### src/rtl/pipeline_sequencer_pkg.sv
// Shared definitions for the pipeline run/step/halt sequencer.
//   - state encodings as seen on o_state
//   - debug command codes carried on i_cmd
package pipeline_sequencer_pkg;

    localparam int NB_CMD = 2;
    localparam int NB_ST  = 3;

    typedef enum logic [NB_ST-1:0] {
        ST_IDLE   = 3'd0,
        ST_RUN    = 3'd1,
        ST_STEP   = 3'd2,
        ST_DRAIN  = 3'd3,
        ST_HALTED = 3'd4
    } state_t;

    localparam logic [NB_CMD-1:0] CMD_CLEAR = 2'b00;
    localparam logic [NB_CMD-1:0] CMD_RUN   = 2'b01;
    localparam logic [NB_CMD-1:0] CMD_STEP  = 2'b10;
    localparam logic [NB_CMD-1:0] CMD_HALT  = 2'b11;

endpackage

### src/rtl/pipeline_sequencer_sat_counter.sv
// Saturating up-counter with synchronous clear.
//   i_clock    rising-edge clock
//   i_reset_n  asynchronous active-low reset, count -> 0
//   i_enable   count up by one (holds at all-ones)
//   i_clear    synchronous clear, wins over i_enable
//   o_count    current count
module sat_counter #(
    parameter int NB = 32
) (
    input  logic          i_clock,
    input  logic          i_reset_n,
    input  logic          i_enable,
    input  logic          i_clear,
    output logic [NB-1:0] o_count
);

    logic [NB-1:0] r_count;

    always_ff @(posedge i_clock or negedge i_reset_n) begin
        if (!i_reset_n)
            r_count <= '0;
        else if (i_clear)
            r_count <= '0;
        else if (i_enable && (r_count != {NB{1'b1}}))
            r_count <= r_count + 1'b1;
    end

    assign o_count = r_count;

endmodule

### src/rtl/pipeline_sequencer.sv
// Run/step/halt sequencer for the 5-stage pipeline.
// Takes debug commands over valid/ready, gates PC and pipeline register
// updates, bubbles the control unit, drains the pipe after a decoded HALT
// and counts enabled cycles.
//   i_clock, i_reset_n        clock, async active-low reset
//   i_cmd_valid, i_cmd        command handshake (CLEAR_CNT/RUN/STEP/HALT)
//   o_cmd_ready               command can be accepted this cycle
//   i_halt_decoded            HALT opcode sitting in ID
//   o_pc_enable               PC and IF/ID update enable
//   o_pipe_enable             ID/EX, EX/MEM, MEM/WB update enable
//   o_bubble                  1 forces a zero control word
//   o_state                   current state encoding
//   o_cycle_count             saturating count of pipe-enabled cycles
//   o_step_done, o_done       single-cycle completion pulses
module pipeline_sequencer
    import pipeline_sequencer_pkg::*;
#(
    parameter int NB_CYCLES = 32,
    parameter int N_DRAIN   = 4,
    parameter int NB_STATE  = 3
) (
    input  logic                 i_clock,
    input  logic                 i_reset_n,
    input  logic                 i_cmd_valid,
    input  logic [NB_CMD-1:0]    i_cmd,
    output logic                 o_cmd_ready,
    input  logic                 i_halt_decoded,
    output logic                 o_pc_enable,
    output logic                 o_pipe_enable,
    output logic                 o_bubble,
    output logic [NB_STATE-1:0]  o_state,
    output logic [NB_CYCLES-1:0] o_cycle_count,
    output logic                 o_step_done,
    output logic                 o_done
);

    localparam int                  NB_DRAIN   = (N_DRAIN > 1) ? $clog2(N_DRAIN) : 1;
    localparam logic [NB_DRAIN-1:0] DRAIN_LAST = NB_DRAIN'(N_DRAIN - 1);

    state_t              r_state;
    state_t              w_next;
    logic [NB_DRAIN-1:0] r_drain;
    logic                r_step_done;
    logic                r_done;
    logic                w_accept;
    logic                w_clear;
    logic                w_exec;
    logic                w_drain_last;

    // RUN and STEP share the same Mealy gating on i_halt_decoded.
    assign w_exec       = (r_state == ST_RUN) || (r_state == ST_STEP);
    assign w_drain_last = (r_state == ST_DRAIN) && (r_drain == DRAIN_LAST);

    assign o_cmd_ready  = (r_state == ST_IDLE) || (r_state == ST_RUN) || (r_state == ST_HALTED);
    assign w_accept     = i_cmd_valid && o_cmd_ready;
    // CLEAR_CNT is a no-op in RUN, so it never races the increment.
    assign w_clear      = w_accept && (i_cmd == CMD_CLEAR) &&
                          ((r_state == ST_IDLE) || (r_state == ST_HALTED));

    assign o_pipe_enable = w_exec || (r_state == ST_DRAIN);
    assign o_pc_enable   = w_exec && !i_halt_decoded;
    assign o_bubble      = (w_exec && i_halt_decoded) || (r_state == ST_DRAIN);
    assign o_state       = NB_STATE'(r_state);
    assign o_step_done   = r_step_done;
    assign o_done        = r_done;

    always_comb begin
        w_next = r_state;
        case (r_state)
            ST_IDLE: begin
                if (w_accept && (i_cmd == CMD_RUN))
                    w_next = ST_RUN;
                else if (w_accept && (i_cmd == CMD_STEP))
                    w_next = ST_STEP;
            end
            ST_RUN: begin
                if (i_halt_decoded || (w_accept && (i_cmd == CMD_HALT)))
                    w_next = ST_DRAIN;
            end
            ST_STEP:   w_next = i_halt_decoded ? ST_DRAIN : ST_IDLE;
            ST_DRAIN:  if (w_drain_last) w_next = ST_HALTED;
            ST_HALTED: w_next = ST_HALTED;
            default:   w_next = ST_IDLE;
        endcase
    end

    always_ff @(posedge i_clock or negedge i_reset_n) begin
        if (!i_reset_n) begin
            r_state     <= ST_IDLE;
            r_drain     <= '0;
            r_step_done <= 1'b0;
            r_done      <= 1'b0;
        end else begin
            r_state     <= w_next;
            // Drain counter idles at 0 so it starts fresh on every DRAIN entry.
            r_drain     <= ((r_state == ST_DRAIN) && !w_drain_last) ? r_drain + 1'b1 : '0;
            r_step_done <= (r_state == ST_STEP) && !i_halt_decoded;
            r_done      <= w_drain_last;
        end
    end

    sat_counter #(
        .NB (NB_CYCLES)
    ) u_cycle_cnt (
        .i_clock   (i_clock),
        .i_reset_n (i_reset_n),
        .i_enable  (o_pipe_enable),
        .i_clear   (w_clear),
        .o_count   (o_cycle_count)
    );

endmodule

### config.mk
export PLATFORM = sky130hd
export DESIGN_NAME = pipeline_sequencer
export DESIGN_NICKNAME = d
export VERILOG_FILES = /design/src/rtl/pipeline_sequencer_pkg.sv /design/src/rtl/pipeline_sequencer_sat_counter.sv /design/src/rtl/pipeline_sequencer.sv
export SDC_FILE = /design/constraint.sdc
export NUM_CORES = 1
export LEC_CHECK = 0
export CAP_MARGIN = 5
export CORE_ASPECT_RATIO = 1.25
export CORE_MARGIN = 3
export CORE_UTILIZATION = 45
export CTS_BUF_LIST = sky130_fd_sc_hd__clkbuf_16
export DETAILED_ROUTE_END_ITERATION = 10
export PLACE_DENSITY = 0.72
export REMOVE_ABC_BUFFERS = 1
export SLEW_MARGIN = 20
export SYNTH_ARGS = -nofsm -noshare
export SYNTH_HDL_FRONTEND = slang
export SYNTH_SLANG_ARGS = --single-unit
export TNS_END_PERCENT = 1
### constraint.sdc
create_clock -name i_clock -period 6.7 [get_ports i_clock]
set_clock_uncertainty 0.05 [all_clocks]
set_input_delay 1.34 -clock i_clock [delete_from_list [all_inputs] [get_ports i_clock]]
set_output_delay 1.34 -clock i_clock [all_outputs]
set_load 0.02 [all_outputs]
==> results of run 1 <==
==> cell families (layout without fill, tap and decap cells) <==
family / after synthesis / in the layout
buffers and inverters: 17 / 59
AOI/OAI and AO/OA: 40 / 40
and+or+nand+nor: 99 / 99
xor gates and xnor gates: 24 / 24
muxes: 5 / 5
adders and majority gates: 2 / 2
DFF: 39 / 39
==> critical path, stage by stage <==
cell and delay (ns):
clkdlybuf4s50_1 0.53, o21ai_0 0.11, a21oi_1 0.17, clkdlybuf4s50_1 0.62
==> power groups by stage <==
stage          clock (mW)  sequential, mW  combinational [mW]
4_1_cts             0.266           0.237              0.0166
3_3_place_gp            0           0.242              0.0164
5_1_grt             0.278           0.237              0.0184
2_1_floorplan           0           0.242             0.00437
3_5_place_dp            0           0.242              0.0166
6_report            0.263           0.237              0.0159
==> synthesized netlist by cell type (all sizes together) <==
| cell type | count | share of area [%] |
|---|---|---|
| inv | 4 | 0.67 |
| a2111oi | 5 | 4.7 |
| o211ai | 1 | 0.33 |
| o21ai | 7 | 1.6 |
| and4 | 8 | 3.1 |
| nand2 | 16 | 2.7 |
| nor4 | 4 | 2.1 |
| ha | 2 | 1.1 |
| and2 | 4 | 1.1 |
| a21oi | 12 | 2.7 |
| a311oi | 1 | 0.39 |
| o21ba | 1 | 0.44 |
| a21boi | 1 | 0.50 |
| nand4 | 14 | 4.6 |
| nor4b | 2 | 1.4 |
| nor3b | 1 | 0.33 |
| or3 | 4 | 1.2 |
| o22ai | 1 | 0.28 |
| buf | 10 | 2.4 |
| nand3 | 9 | 2.2 |
| and3 | 2 | 0.61 |
| a211oi | 7 | 2.3 |
| a21o | 2 | 0.67 |
| xnor2 | 23 | 8.9 |
| nor2 | 28 | 4.7 |
| dfrtp | 39 | 43 |
| a31oi | 1 | 0.28 |
| nor3 | 2 | 0.44 |
| o31ai | 1 | 0.33 |
| or4 | 3 | 1.0 |
| nand3b | 1 | 0.33 |
| clkbuf | 3 | 0.50 |
| mux2i | 5 | 2.2 |
| nand2b | 1 | 0.28 |
| xor2 | 1 | 0.39 |
==> flip-flops by register name, indices dropped and copies added (netlist names) <==
signal	flops
o_state	3
u_cycle_cnt.o_count	32
r_drain	2
o_step_done	1
o_done	1
==> metal layers <==
metal / vias to the layer above / track usage, % / wire (µm)
li1: 906 / - / -
met4: 0 / 5.861 / 66
met1: 878 / 21.29 / 2102
met3: 8 / 5.450 / 288
met2: 41 / 29.17 / 2343
met5: - / 0 / 0
==> per-stage QoR <==
step                std cells  setup WS, ns  hold slack, ns  total power, mW  util [%]
detailed placement        320         2.536          0.3801           0.2581     56.93
finish                    328         2.537          0.3860           0.5164     60.35
global placement          320         2.582          0.3711           0.2579     56.93
global route              328         2.455          0.4183           0.5333     60.35
CTS                       328         2.522          0.3876           0.5199     60.35
floorplan                 213         3.473          0.3599           0.2467         -
==> final cells by class <==
class | count | share of cell area, %
multi-input combinational | 170 | 41.55
sequential | 39 | 33.69
timing repair buffer | 47 | 15.98
clock buffer | 5 | 4.320
tap | 60 | 2.592
clock inverter | 3 | 1.339
inverter | 4 | 0.5184
==> final timing paths <==
| check | start | endpoint | slack, ns | depth (start not counted) |
|---|---|---|---|---|
| hold / removal | r_drain[0]$_DFF_PN0_ | r_drain[0]$_DFF_PN0_ | 0.39 | 1 |
| setup / recovery | i_halt_decoded | o_bubble | 2.54 | 4 |
| hold reg to reg | r_drain[0]$_DFF_PN0_ | r_drain[0]$_DFF_PN0_ | 0.39 | 1 |
| max in group asynchronous | i_reset_n | u_cycle_cnt.o_count[3]$_DFFE_PN0P_ | 4.95 | 1 |
| setup reg to reg | u_cycle_cnt.o_count[0]$_DFFE_PN0P_ | u_cycle_cnt.o_count[21]$_DFFE_PN0P_ | 4.24 | 6 |
| min in group asynchronous | i_reset_n | u_cycle_cnt.o_count[12]$_DFFE_PN0P_ | 1.11 | 1 |
==> impl_metrics.csv, run 1 <==
group,metric,value,unit
yosys,synth_seq_area_share,43.29,%
clocking,cts_buffers,5,
timing,slew_violations,0,
clocking,clk_latency,0.28,ns
yosys,synthAdderAreaFrac,1.110,%
grt,antenna_found_initial,0,
final_layout,drive_gt1_share,8.582,%
clocking,cts.repair.resized,0,
timing,worstMarginPinSlew,1.011,ns
yosys,synthMuxAreaShare,2.220,%
floorplan,dieWidth,69.31,µm
power,p_leak,1.114,nW
routing,first_pass_iters,4,
routing,route.detailed.drc,0,
floorplan,die_area,5901,µm²
clocking,htree_levels,2,
power,sequentialPowerShare,46.0,%
floorplan,start_util,46.98,%
final_layout,layout.nets,275,
yosys,synthCells,226,
power,power.share.switching,19.62,%
routing,vias,1833,
timing,fin_crit_sh,62.13,%
clocking,cts_tree,"done",
clocking,post_cts_buffers,0,
placement,gp_congestion,0.7567,
timing,fin_tns_setup,0,ns
clocking,holdBufCountCts,0,
yosys,synth_compound_area_share,14.48,%
yosys,synth_cell_types,47,
flow_run,max_cap_violations,0,
floorplan,rows,28,
power,power.share.clock,50.9,%
yosys,ys_seq_elements,39,
clocking,cts.sinks,39,
timing,fin_crit,4.163,ns
yosys,synth_xor_xnor_area_share,9.323,%
yosys,ys.warnings.count,0,
grt,track_usage,17.42,%
setup_path,path_class,"input port to output pin",
clocking,root_buffer,"clkbuf_16",
setup_path,critPathArrivalTime,2.77,ns
timing,maxSlewHeadroom,32.58,%
placement,dpl_cell_area,2733,µm²
power,p_comb_share,3.1,%
floorplan,ioPinCount,47,
grt,grt_max_degree,40,
floorplan,die_h,85.14,µm
routing,vias_per_cell,5.588,
grt,grt_pass1_wl,8445,µm
yosys,synth_top_family_by_area,"simple AND/OR/NAND/NOR gates",
final_layout,postLayoutCellArea,2897,µm²
final_layout,mostFrequentLayoutCell,"clkdlybuf4s50_1",
power,powerDensity,178.3,nW/µm²
yosys,synth_area_per_cell,9.976,µm²
setup_path,crit_path_start_kind,"input port",
worst_hold_path,hold_class,"flip-flop to flip-flop",
final_layout,antennaDiodeCount,0,
clocking,ctsLongestPathBuffers,2,
setup_path,endpoint_kind,"output pin",
timing,timing.final.hold_violations,0,
routing,drt-initial-drc-count,47,
routing,wire_per_inst,14.64,µm
setup_path,required,5.31,ns
grt,grt_overflow,0,
routing,final_antenna_net_count,0,
outcome,outcome,"completed",
routing,wirelength,4801,µm
power,ir_drop,0.0001172,V
timing,setup_violations,0,
floorplan,core_area,4800,µm²
placement,dp_hpwl,3420,µm
grt,grt_pass1_vias,1812,
final_layout,fillCellCount,431,
yosys,netlist_area,2255,µm²
power,power_switching,0.1013,mW
timing,grt_setup_unrepaired,"false",
power,p_int,0.4151,mW
placement,portBuffers,46,
setup_path,critical_path_peak_fanout,5,
final_layout,area_growth,28.47,%
timing,max_freq,240.2,MHz
clocking,clk_pin_slew_worst_paths,0.06,ns
final_layout,final_cell_mix,"45 x clkdlybuf4s50_1, 39 x dfrtp_1, 28 x nor2_1",
final_layout,seq_area,975.9,µm²
final_layout,multi_input_area,1204,µm²
yosys,yosys.area_share.simple,25.97,%
(Power assumes the default switching activity.)
==> run 2: changes to the inputs <==
==> constraint.sdc (replaced) <==
create_clock -name i_clock -period 4.3 [get_ports i_clock]
set_clock_uncertainty 0.05 [all_clocks]
set_input_delay 0.86 -clock i_clock [delete_from_list [all_inputs] [get_ports i_clock]]
set_output_delay 0.86 -clock i_clock [all_outputs]
set_load 0.02 [all_outputs]
==> run 2 against run 1 <==
Non-clock buffer count up 1. Sequential power up 56%. Hold slack worse by 0.0064 ns. Utilization down 0.39 points. Via count up 2.6%. Sequential cell count unchanged. Wire length up 4.1%. Critical endpoint unchanged.
==> impl_metrics.csv, run 2 (same netlist as run 1, synthesis figures left out) <==
group,metric,value,unit
flow_run,max_cap_violations,0,
timing,grt_setup_unrepaired,"false",
grt,grt_pass1_vias,1840,
clocking,htree_levels,2,
clocking,cts.repair.resized,0,
floorplan,die_area,5901,µm²
timing,fin_crit_sh,74.38,%
routing,first_pass_iters,4,
setup_path,cp_slowest_stage_delay,0.62,ns
clocking,clk_latency,0.28,ns
power,sequentialPowerShare,49.9,%
floorplan,rows,28,
grt,grt_pass1_wl,8562,µm
floorplan,start_util,46.98,%
final_layout,antennaDiodeCount,0,
clocking,cts_tree,"done",
final_layout,post-route-util,59.96,%
floorplan,ioPinCount,47,
outcome,outcome,"completed",
final_layout,fillCellCount,421,
placement,dp_hpwl,3431,µm
power,p_comb_share,3.5,%
routing,route.detailed.drc,0,
power,power.share.clock,46.7,%
timing,setup_violations,0,
power,powerDensity,257.6,nW/µm²
routing,drt-initial-drc-count,134,
placement,place_ws,1.108,ns
grt,antenna_found_initial,0,
floorplan,die_h,85.14,µm
setup_path,r2r_slack,1.82,ns
power,power.share.switching,20.91,%
setup_path,worstPathCellList,"clkdlybuf4s50_1 > o21ai_0 > a21oi_1 > clkdlybuf4s50_1",
timing,worstMarginPinSlew,0.8717,ns
clocking,ctsLongestPathBuffers,2,
clocking,post_cts_buffers,0,
setup_path,crit_path_start_kind,"input port",
clocking,cts.sinks,39,
final_layout,area_growth,27.64,%
placement,portBuffers,46,
clocking,clk_pin_slew_worst_paths,0.05,ns
final_layout,largest_register_ffs,32,
final_layout,mostFrequentLayoutCell,"clkdlybuf4s50_1",
clocking,holdBufCountCts,0,
routing,vias_per_cell,5.717,
clocking,root_buffer,"clkbuf_16",
setup_path,critical_path_peak_fanout,5,
placement,gp_congestion,0.7465,
timing,fin_hold_ws,0.3795,ns
timing,fin_tns_setup,0,ns
timing,timing.final.hold_violations,0,
clocking,cts_buffers,5,
power,p_leak,1.114,nW
setup_path,endpoint_kind,"output pin",
final_layout,final_cell_mix,"45 x clkdlybuf4s50_1, 39 x dfrtp_1, 28 x nor2_1",
floorplan,core_area,4800,µm²
setup_path,crit_path_top_delay_cell,"clkdlybuf4s50_1",
power,power_switching,0.1550,mW
routing,final_antenna_net_count,0,
routing,vias,1881,
power,ir_drop,0.0002742,V
power,p_total,0.7414,mW
worst_hold_path,hold_class,"flip-flop to flip-flop",
final_layout,drive_gt1_share,8.550,%
timing,fin_ws,1.102,ns
floorplan,dieWidth,69.31,µm
timing,maxSlewHeadroom,41.89,%
final_layout,layout.nets,276,
timing,fin_crit,3.198,ns
setup_path,path_class,"input port to output pin",
timing,slew_violations,0,
routing,wire_per_inst,15.19,µm
grt,track_usage,17.60,%
timing,max_freq,312.7,MHz
setup_path,required,3.39,ns
setup_path,crit_top_cell,"clkdlybuf4s50_1",
setup_path,critPathArrivalTime,2.29,ns
grt,grt_max_degree,40,
routing,wirelength,4996,µm
grt,grt_overflow,0,
power,p_int,0.5863,mW
[run 2: cell count changes in the layout (fill, tap and decap cells not counted)]
| cell | change |
|---|---|
| inv_1 | +2 |
| buf_4 | +1 |
| bufinv_16 | -1 |
| clkinv_1 | -1 |
[run 2: per-stage QoR]
| stage | cell area [µm²] | std cells |
|---|---|---|
| after floorplan | 2188 | 213 |
| after global placement | 2740 | 321 |
| after detailed placement | 2740 | 321 |
| after CTS | 2878 | 329 |
| after global routing | 2878 | 329 |
| final | 2878 | 329 |
[run 2: path summary, 6_finish.rpt]
path	startpoint	end	cells past startpoint
max in group asynchronous	i_reset_n	u_cycle_cnt.o_count[26]$_DFFE_PN0P_	1
hold reg to reg	r_drain[0]$_DFF_PN0_	r_drain[0]$_DFF_PN0_	1
setup / recovery	i_halt_decoded	o_bubble	4
min in group asynchronous	i_reset_n	u_cycle_cnt.o_count[15]$_DFFE_PN0P_	1
setup reg to reg	u_cycle_cnt.o_count[0]$_DFFE_PN0P_	u_cycle_cnt.o_count[21]$_DFFE_PN0P_	6
hold / removal	r_drain[0]$_DFF_PN0_	r_drain[0]$_DFF_PN0_	1
[run 2: power groups by stage]
stage	registers [mW]	logic [mW]	clock network (mW)
detailed placement	0.376	0.0265	0
global placement	0.376	0.0259	0
finish	0.370	0.0256	0.346
global route	0.370	0.0290	0.370
CTS	0.370	0.0264	0.354
floorplan	0.378	0.00681	0
[run 2: worst max-delay path, delay by kind of cell]
family / cells / cell delay [ns]
buffers and inverters: 2 / 1.15
AO/OA/AOI/OAI: 2 / 0.28
[run 2: cell type report]
class / count / area (µm²) / share of cell area, %
multi-input combinational: 170 / 1204 / 41.83
sequential: 39 / 975.9 / 33.91
timing repair buffer: 48 / 470.5 / 16.35
clock buffer: 5 / 125.1 / 4.348
tap: 60 / 75.07 / 2.609
inverter: 4 / 15.01 / 0.5217
clock inverter: 3 / 12.51 / 0.4348
[run 2: routing by layer]
layer	vias up	GRT usage [%]	part of all wire, %	routed length (µm)
li1	911	-	-	-
met1	909	22.05	45	2243
met2	52	29.08	48	2389
met3	9	5.806	6.1	304
met4	0	4.973	1.2	58
met5	-	0	0	0
==> run 3: changes to the inputs <==
==> constraint.sdc (replaced) <==
create_clock -name i_clock -period 2.95 [get_ports i_clock]
set_clock_uncertainty 0.05 [all_clocks]
set_input_delay 0.59 -clock i_clock [delete_from_list [all_inputs] [get_ports i_clock]]
set_output_delay 0.59 -clock i_clock [all_outputs]
set_load 0.02 [all_outputs]
==> run 3 against run 2 <==
Wire length is 1.8% lower. Design area is 1.4% higher. Global-route usage is 0.31 points higher. Clock power is 72% higher. Cell count is 0.61% higher. Combinational power is 48% higher. Largest cell class unchanged. Critical path type unchanged. Sequential power is 46% higher.
==> impl_metrics.csv, run 3 (same netlist as run 1, synthesis figures left out) <==
group,metric,value,unit
grt,grt_pass1_vias,1868,
setup_path,cp_slowest_stage_delay,0.62,ns
timing,timing.final.hold_violations,0,
placement,portBuffers,46,
power,ir_drop,0.0003327,V
routing,drt-initial-drc-count,65,
power,p_comb_share,3.2,%
setup_path,timing.critical_path.buf_inv,2,
routing,final_antenna_net_count,0,
floorplan,start_util,46.98,%
clocking,cts_buffers,5,
grt,antenna_found_initial,0,
timing,fin_crit,2.638,ns
clocking,clk_pin_slew_worst_paths,0.05,ns
grt,grt_most_used_layer,"met2",
placement,dp_cells,323,
floorplan,die_area,5901,µm²
routing,wirelength,4904,µm
outcome,outcome,"completed",
grt,use_met1,22.34,%
routing,vias,1872,
floorplan,die_h,85.14,µm
routing,wire_per_inst,14.82,µm
timing,worstMarginPinSlew,0.8361,ns
clocking,holdBufCountCts,0,
clocking,root_buffer,"clkbuf_16",
setup_path,crit_path_start_kind,"input port",
power,power.share.switching,19.47,%
power,p_int,0.9440,mW
setup_path,critPathArrivalTime,2.00,ns
timing,fin_crit_sh,89.42,%
routing,route.detailed.drc,0,
final_layout,mostFrequentLayoutCell,"clkdlybuf4s50_1",
final_layout,antennaDiodeCount,0,
setup_path,endpoint_kind,"output pin",
grt,track_usage,17.91,%
timing,maxSlewHeadroom,44.26,%
grt,met3_usage,6.043,%
final_layout,layout.nets,278,
setup_path,crit_path_top_delay_cell,"clkdlybuf4s50_1",
setup_path,cp_top_family,"buffers and inverters",
final_layout,final_cell_mix,"45 x clkdlybuf4s50_1, 39 x dfrtp_1, 28 x nor2_1",
power,p_leak,1.128,nW
timing,grt_setup_unrepaired,"false",
power,power.share.clock,50.8,%
grt,grt_overflow,0,
worst_hold_path,hold_class,"input port to asynchronous set/reset pin",
setup_path,path_class,"input port to output pin",
floorplan,core_area,4800,µm²
final_layout,largest_register_ffs,32,
power,sequentialPowerShare,46.0,%
clocking,ctsLongestPathBuffers,2,
clocking,cts.repair.resized,0,
setup_path,required,2.31,ns
grt,met2_usage,29.77,%
grt,grt_max_degree,40,
timing,fin_tns_setup,0,ns
routing,vias_per_cell,5.656,
clocking,cts_tree,"done",
floorplan,rows,28,
clocking,clk_latency,0.28,ns
timing,setup_violations,0,
flow_run,max_cap_violations,0,
timing,slew_violations,0,
placement,dp_hpwl,3573,µm
placement,gp_congestion,0.7829,
final_layout,area_growth,29.47,%
power,power_switching,0.2283,mW
clocking,htree_levels,2,
setup_path,critical_path_peak_fanout,5,
final_layout,final_cells,331,
power,powerDensity,401.6,nW/µm²
timing,max_freq,379.1,MHz
grt,grt_pass1_wl,8687,µm
setup_path,worstPathCellList,"clkdlybuf4s50_1 > o21ai_0 > a21oi_1 > clkdlybuf4s50_1",
routing,first_pass_iters,4,
setup_path,crit_top_cell,"clkdlybuf4s50_1",
floorplan,ioPinCount,47,
floorplan,dieWidth,69.31,µm
clocking,post_cts_buffers,0,
clocking,cts.sinks,39,
final_layout,drive_gt1_share,9.594,%
run 3: through the flow:
stage / hold slack, ns / setup slack [ns] / util [%] / area (µm²) / total power, mW
floorplan: 0.2444 / 0.2452 / - / 2188 / 0.5602
global placement: 0.3711 / 0.3301 / 57.40 / 2755 / 0.5871
detailed placement: 0.3844 / 0.3276 / 57.40 / 2755 / 0.5874
CTS: 0.3918 / 0.3119 / 60.82 / 2919 / 1.185
global route: 0.4211 / 0.2106 / 60.82 / 2919 / 1.210
finish: 0.3659 / 0.3120 / 60.82 / 2919 / 1.172
run 3: cell type report:
| class | instances | area, µm² |
|---|---|---|
| fill | 416 | 1881 |
| sequential | 39 | 975.9 |
| multi-input combinational | 170 | 1204 |
| inverter | 4 | 15.01 |
| clock buffer | 5 | 125.1 |
| tap | 60 | 75.07 |
| clock inverter | 3 | 38.79 |
| timing repair buffer | 50 | 485.5 |
run 3: power groups by stage:
stage | combinational, mW | sequential, mW | clock (mW)
CTS | 0.0389 | 0.539 | 0.607
global route | 0.0428 | 0.539 | 0.628
finish | 0.0378 | 0.539 | 0.595
detailed placement | 0.0387 | 0.549 | 0
global placement | 0.0385 | 0.549 | 0
floorplan | 0.00993 | 0.550 | 0
run 3: worst paths after layout:
check	startpoint	to	slack [ns]	cells after the start
setup / recovery	i_halt_decoded	o_bubble	0.31	4
hold / removal	i_reset_n	u_cycle_cnt.o_count[14]$_DFFE_PN0P_	0.37	1
setup reg to reg	u_cycle_cnt.o_count[0]$_DFFE_PN0P_	u_cycle_cnt.o_count[21]$_DFFE_PN0P_	0.49	6
hold reg to reg	r_drain[0]$_DFF_PN0_	r_drain[0]$_DFF_PN0_	0.39	1
max in group asynchronous	i_reset_n	o_state[1]$_DFFE_PN0P_	1.96	1
min in group i_clock	r_drain[0]$_DFF_PN0_	r_drain[0]$_DFF_PN0_	0.39	1
run 3: metal layers:
| layer | routed length (µm) | vias up |
|---|---|---|
| met1 | 2100 | 908 |
| met5 | 0 | - |
| met2 | 2420 | 48 |
| li1 | - | 911 |
| met3 | 333 | 5 |
| met4 | 50 | 0 |
==> edit 1, RTL diff (config.mk and constraints of run 3) <==
Reset style: synchronous (`i_reset_n`), changed in 2 clocked blocks. Comments in the files are not updated.
--- a/src/rtl/pipeline_sequencer_sat_counter.sv
+++ b/src/rtl/pipeline_sequencer_sat_counter.sv
@@ -16,7 +16,7 @@
 
     logic [NB-1:0] r_count;
 
-    always_ff @(posedge i_clock or negedge i_reset_n) begin
+    always_ff @(posedge i_clock) begin
         if (!i_reset_n)
             r_count <= '0;
         else if (i_clear)
--- a/src/rtl/pipeline_sequencer.sv
+++ b/src/rtl/pipeline_sequencer.sv
@@ -84,7 +84,7 @@
         endcase
     end
 
-    always_ff @(posedge i_clock or negedge i_reset_n) begin
+    always_ff @(posedge i_clock) begin
         if (!i_reset_n) begin
             r_state     <= ST_IDLE;
             r_drain     <= '0;
Behaviour: differs if i_reset_n is asserted again (counterexample within 4 cycles, from zero or initial values and one cycle with i_reset_n low); with i_reset_n held inactive, the same outputs for 10 cycles.
==> edit 1 against run 3 <==
Count of clock-buffer cells in the layout stayed put; critical path depth stayed put; via count increased by 5.4%; sequential cell count did not move; non-clock buffer count decreased by 2; sequential share of layout area decreased by 4.7 points; synthesized area is 8.7% lower; routed wire length shrank 3.1%; die area is 8.0% lower; final area decreased by 6.9%; setup slack got worse by 0.021 ns; critical path type unchanged.
Power is not compared: it rests on default switching activity, and its combinational part moved more than twofold at a synthesized area within 25%.
==> edit 1: results (changes against run 3) <==
** STA
- Remaining max-slew budget at the tightest pin :: 63.0% (+19 points)

** Layout
- The number of flip-flops under the largest register name is 32 (unchanged).
- The flip-flop and latch share of the layout cell area was 28.7% (-4.7 points).
- Number of sequential storage elements :: 39 (unchanged)
- Fraction of final layout cells sized beyond drive strength 1 :: 9.00% (-0.60 points)
- Number of signal-net inverters in the final layout :: 7 (+3)
- The filler cell count is 389 (-6.5%).
- The clock network area share was 6.03% (+0.42 points).
- Final Net Count :: 296 (+6.5%)
- Multi-input logic portion of the cell area :: 44.2% (+3.0 points)
- Fraction of area in non-clock buffers :: 17.5% (+0.86 points)
- The number of antenna diodes is 0 (unchanged).
- The non-clock buffer instance count of the final layout is 48 (-4.0%).
- The number of multi-input logic gates came to 187 (+10%).

** Drt
- First-iteration detailed-routing DRC count :: 106 (+63%)
- The wire length per cell is 13.8 um (-7.0%).
- The count of vias placed by the detailed router came to 1,973 (+5.4%).
- First-pass iteration count of the detailed router :: 4 (unchanged)

** Run status
- Status :: finished, final reports clean

** Placed design
- The number of port buffers was 46 (unchanged).
- The routability congestion estimate from global placement came to 0.779 (-0.46%).
- HPWL after DPL :: 3410 um (-4.6%)

** Setup path
- The worst register-to-register path begins at u_cycle_cnt.o_count[0].
- R2r worst-path depth :: 6 (unchanged)
- Worst setup startpoint :: i_halt_decoded

** Synth
- The count of different cell masters after synthesis is 51 (+8.5%).
- The share of synthesized registers carrying an async set or reset is 0% (-100 points).
- The share of the synthesized netlist area taken by xor and xnor gates came to 2.98% (-6.3 points).
- Cell types with the largest area share after synthesis :: dfxtp_1 38%, or3_1 5.8%, a21oi_1 5.1%
- The synthesized-area fraction occupied by adder cells came to 1.22% (+0.11 points).
- Proportion of synthesized chip area in sequential cells :: 37.9% (-5.4 points)
- The post-synthesis mux area share came to 0% (-2.2 points).
- Post-synthesis compound-gate area fraction :: 23.4% (+8.9 points)
- The commonest cells after synthesis are 39 x dfxtp_1, 23 x nand2_1, 21 x a21oi_1, 19 x or3_1, 14 x o21ai_1.
- The warning count from the yosys run came to 0 (unchanged).

** CTS
- The clock insertion delay at the later pin of the skew report was 0.28 ns (about the same).
- Number of setup buffers added after CTS :: 0 (unchanged)
- The post-cts gate resize count came to 0 (unchanged).

** Hold path
- Counting instances, the worst hold path has a depth of 1.
- The worst hold path begins at r_drain[0].
- Worst hold path class :: reg2reg

** Global routing
- The pin count of the biggest net entering global routing came to 19 (-53%).
- The overall fraction of global-route tracks in use is 19.0% (+1.1 points).
- The global-route wire length before repair is 8210 um (-5.5%).
- The via count of the first global-routing pass was 1,773 (-5.1%).

** Pwr
- Of the total power, the share spent switching nets is 31.1%.
- VDD sags by at most 0.295 mV.
## edit 1: cell count changes in the layout (fill, tap and decap cells not counted), sizes merged, moves of 7 or more
cell and change:
a21oi +15, and4 -7, dfrtp -39, dfxtp +39, nand2 +7, nor2 -17
o21ai +16, or3 +15, xnor2 -17
## edit 1: through the flow
| step | area (sq um) | std cells | hold WS, ns | setup slack (ns) | total power, uW |
|---|---|---|---|---|---|
| 6_report | 2720 | 345 | 0.391 | 0.291 | 1640 |
| 5_1_grt | 2720 | 345 | 0.418 | 0.218 | 1720 |
| 4_1_cts | 2720 | 345 | 0.388 | 0.295 | 1650 |
| 3_5_place_dp | 2550 | 337 | 0.379 | 0.304 | 1050 |
| 3_3_place_gp | 2550 | 337 | 0.371 | 0.317 | 1050 |
| 2_1_floorplan | 2000 | 233 | 0.356 | -1.17 | 873 |
## edit 1: power by group through the flow
stage / clock, uW / sequential (uW) / combinational, uW
6_report: 596 / 619 / 424
5_1_grt: 627 / 625 / 465
4_1_cts: 609 / 616 / 428
3_5_place_dp: 0 / 628 / 426
3_3_place_gp: 0 / 627 / 423
2_1_floorplan: 0 / 643 / 230
## edit 1: metal layers
metal / share of wire (%) / vias to the layer above / track usage [%] / wire (um)
met3: 4.1 / 7 / 3.69 / 196
li1: - / 1005 / - / -
met1: 45 / 921 / 23.5 / 2130
met5: 0 / - / 0 / 0
met2: 50 / 40 / 33.0 / 2370
met4: 1.4 / 0 / 6.10 / 65
## edit 1: final timing paths
check                       endpoint  slack (ns)
min                       r_drain[0]        0.39
max reg2reg  u_cycle_cnt.o_count[24]        0.58
max                         o_bubble        0.29
min reg2reg               r_drain[0]        0.39
## edit 1: worst max-delay path, stage by stage
cell             delay (ns)
clkdlybuf4s50_1        0.55
o21ai_0                0.11
a21oi_1                0.16
clkdlybuf4s50_1        0.62
==> edit 2, RTL diff (settings of run 3) <==
Without the edit above. The parameter `NB_CYCLES` goes from 32 to 64.
--- a/src/rtl/pipeline_sequencer.sv
+++ b/src/rtl/pipeline_sequencer.sv
@@ -15,7 +15,7 @@
 module pipeline_sequencer
     import pipeline_sequencer_pkg::*;
 #(
-    parameter int NB_CYCLES = 32,
+    parameter int NB_CYCLES = 64,
     parameter int N_DRAIN   = 4,
     parameter int NB_STATE  = 3
 ) (
Interface: changed (resized o_cycle_count); port bits go from 47 to 79. The function was not compared with the original's and may differ.
==> edit 2 against run 3 <==
Sequential cell count increased by 32; largest cell class unchanged; synthesized cell count increased by 97%; synthesized area increased by 81%; total power increased by 68%; non-clock buffer count increased by 37; setup slack got worse by 0.033 ns; final area increased by 80%; critical path type is now reg2out; die area increased by 73%; largest power group is now registers; count of clock-buffer cells in the layout increased by 4; fmax decreased by 1.3%; global-route usage increased by 3.3 points; register-to-register slack got worse by 0.15 ns; routed wire length increased by 120%.
==> edit 2: results (changes against run 3) <==
** STA
- Remaining max-slew budget at the tightest pin :: 58.8% (+15 points)
- The final number of hold-violating endpoints was 0 (unchanged).

** Drt
- First-pass iteration count of the detailed router :: 5 (+1)
- The total wire length after detailed routing is 10,700 um (+120%).
- The routed wire length on met2 was 5360 um (+120%).
- The count of vias placed by the detailed router is 3,811 (+100%).
- Top Layer Used :: met4
- First-iteration detailed-routing DRC count :: 321 (+390%)
- The wire length on met3 was 720 um (+120%).
- The total routed wire length on the met1 layer is 4430 um (+110%).

** CTS
- Worst-path clk slew :: 0.05 ns (about the same)
- The largest buffer count on any clock path is 2 (unchanged).
- The buffer count from post-CTS setup fixing came to 0 (unchanged).
- H-tree levels :: 3 (+1)
- The number of CTS-inserted buffers was 9 (+4).
- Clock tree root buffer cell :: clkbuf_16
- Clk_lat worst skew :: 0.33 ns (+0.05 ns)

** Layout
- The number of standard cells in the final layout excluding fillers came to 649 (+96%).
- Inserted Diodes :: 0 (unchanged)
- Final Net Count :: 534 (+92%)
- Fraction of final layout cells sized beyond drive strength 1 :: 7.37% (-2.2 points)
- The number of flip-flops under the largest register name is 64 (+100%).

** Pwr
- The internal power contribution was 1540 uW (+63%).
- The standby leakage power came to 0.00200 uW (+77%).
- The maximum vdd ir drop was 0.253 mV (-24%).

** Synth
- The count of different cell masters after synthesis came to 57 (+21%).
- Cell types with the largest area share after synthesis :: dfrtp_1 44%, xnor2_1 4.9%, nand4_1 4.3%
- Fraction of registers with async set or reset after synthesis :: 100% (unchanged)
- The mean instance size in the synthesized netlist is 9.13 sq um (-8.4%).
- Proportion of synthesized chip area in sequential cells :: 43.6% (+0.33 points)
- The warning count from the yosys run was 0 (unchanged).
- Among all flip-flop cells after synthesis, the most frequent one is dfrtp_1.
- Counting instances in the post-synthesis netlist gives the leading cell types as 71 x dfrtp_1, 44 x nor2_1, 42 x nand2_1, 31 x a21oi_1, 28 x nand4_1.

** Placed design
- HPWL after DPL :: 7400 um (+110%)
- Cell total after placement :: 635 (+97%)
- Count of buffers inserted at the top-level ports :: 78 (+70%)
- Gpl congestion :: 0.843 (+7.7%)

** Global routing
- Wire length of the first global-routing pass :: 17,600 um (+100%)
- Largest net degree at the start of global routing :: 72 (+80%)
- The via count of the first global-routing pass came to 3,689 (+97%).
- The initial antenna violation count is 0 (unchanged).
- The overall fraction of global-route tracks in use came to 21.2% (+3.3 points).

** Run status
- The flow ran to the end, and the final reports show no timing, DRC or antenna violations.

** Setup path
- Critical path arrival :: 2.03 ns (+0.03 ns)
- Largest fanout on the critical path :: 12 (+7)

** Hold path
- Worst hold path class :: in2async
## edit 2: changes by cell type after synthesis, moves of 11 or more
cell / run 3 / this run
nand2_1: 16 / 42
nand4_1: 13 / 28
o21ai_0: 7 / 18
a21oi_1: 12 / 31
nor2_1: 28 / 44
nor3_1: 2 / 17
nand3_1: 8 / 23
dfrtp_1: 39 / 71
## edit 2: worst max-delay path, stage by stage (launching register included)
cell and delay, ns:
dfrtp_1 0.61, o21bai_2 0.20, inv_1 0.24, clkdlybuf4s50_1 0.65
## edit 2: cell families (layout without fill, tap and decap cells)
family / Yosys count / in the layout / synth area share (%)
multiplexers: 4 / 4 / 0.983
adder cells (fa/ha/maj): 2 / 2 / 0.614
flip-flops: 71 / 71 / 43.6
buffers and inverters: 31 / 114 / 3.96
XOR/XNOR: 29 / 29 / 6.23
AO/OA/AOI/OAI: 84 / 84 / 13.3
AND/OR/NAND/NOR: 225 / 225 / 31.3
## edit 2: path summary, 6_finish.rpt
| check | cells past startpoint | slack (ns) | start | endpoint |
|---|---|---|---|---|
| setup / recovery | 3 | 0.28 | o_state[0] | o_pipe_enable |
| hold / removal | 2 | 0.22 | i_reset_n | u_cycle_cnt.o_count[48] |
| setup reg to reg | 7 | 0.34 | u_cycle_cnt.o_count[8] | u_cycle_cnt.o_count[55] |
| hold reg to reg | 1 | 0.40 | r_drain[0] | r_drain[0] |
| max in group asynchronous | 2 | 2.30 | i_reset_n | u_cycle_cnt.o_count[17] |
| min in group i_clock | 1 | 0.40 | r_drain[0] | r_drain[0] |
## edit 2: what timing repair did
action	4_1_cts	5_1_grt
resized for setup	0	1
endpoints found under the hold margin	0	0
endpoints found under the setup margin	0	1
## edit 2: metrics by stage
| stage | power [uW] | TNS [ns] | worst slack, ns | area [sq um] | util [%] |
|---|---|---|---|---|---|
| after floorplan | 1020 | -15.47 | -0.450 | 3960 | - |
| after CTS | 1990 | 0 | 0.0138 | 5250 | 60.0 |
| after detailed placement | 1060 | 0 | 0.344 | 5000 | 57.2 |
| final | 1970 | 0 | 0.279 | 5250 | 60.0 |
| after global placement | 1060 | 0 | 0.331 | 5000 | 57.2 |
| after global routing | 2040 | 0 | 0.163 | 5250 | 60.0 |
## edit 2: power by group through the flow
stage	sequential (uW)	clock, uW	combinational, uW
floorplan	1000	0	14.3
global placement	999	0	63.7
detailed placement	999	0	63.9
CTS	982	943	64.1
global route	982	985	69.5
finish	983	927	61.9
## edit 2: final cells by class
type | instances | area (sq um)
fill | 775 | 3500
clock inverter | 5 | 20.0
tap | 120 | 150
multi-input combinational | 344 | 2150
clock buffer | 9 | 225
sequential | 71 | 1780
inverter | 13 | 48.8
timing repair buffer | 87 | 881
## edit 2: routing by layer
metal  track usage [%]  up-vias
li1                  -     1816
met1              26.3     1841
met2              35.6      137
met3              5.23       17
met4              7.95        0
met5                 0        -
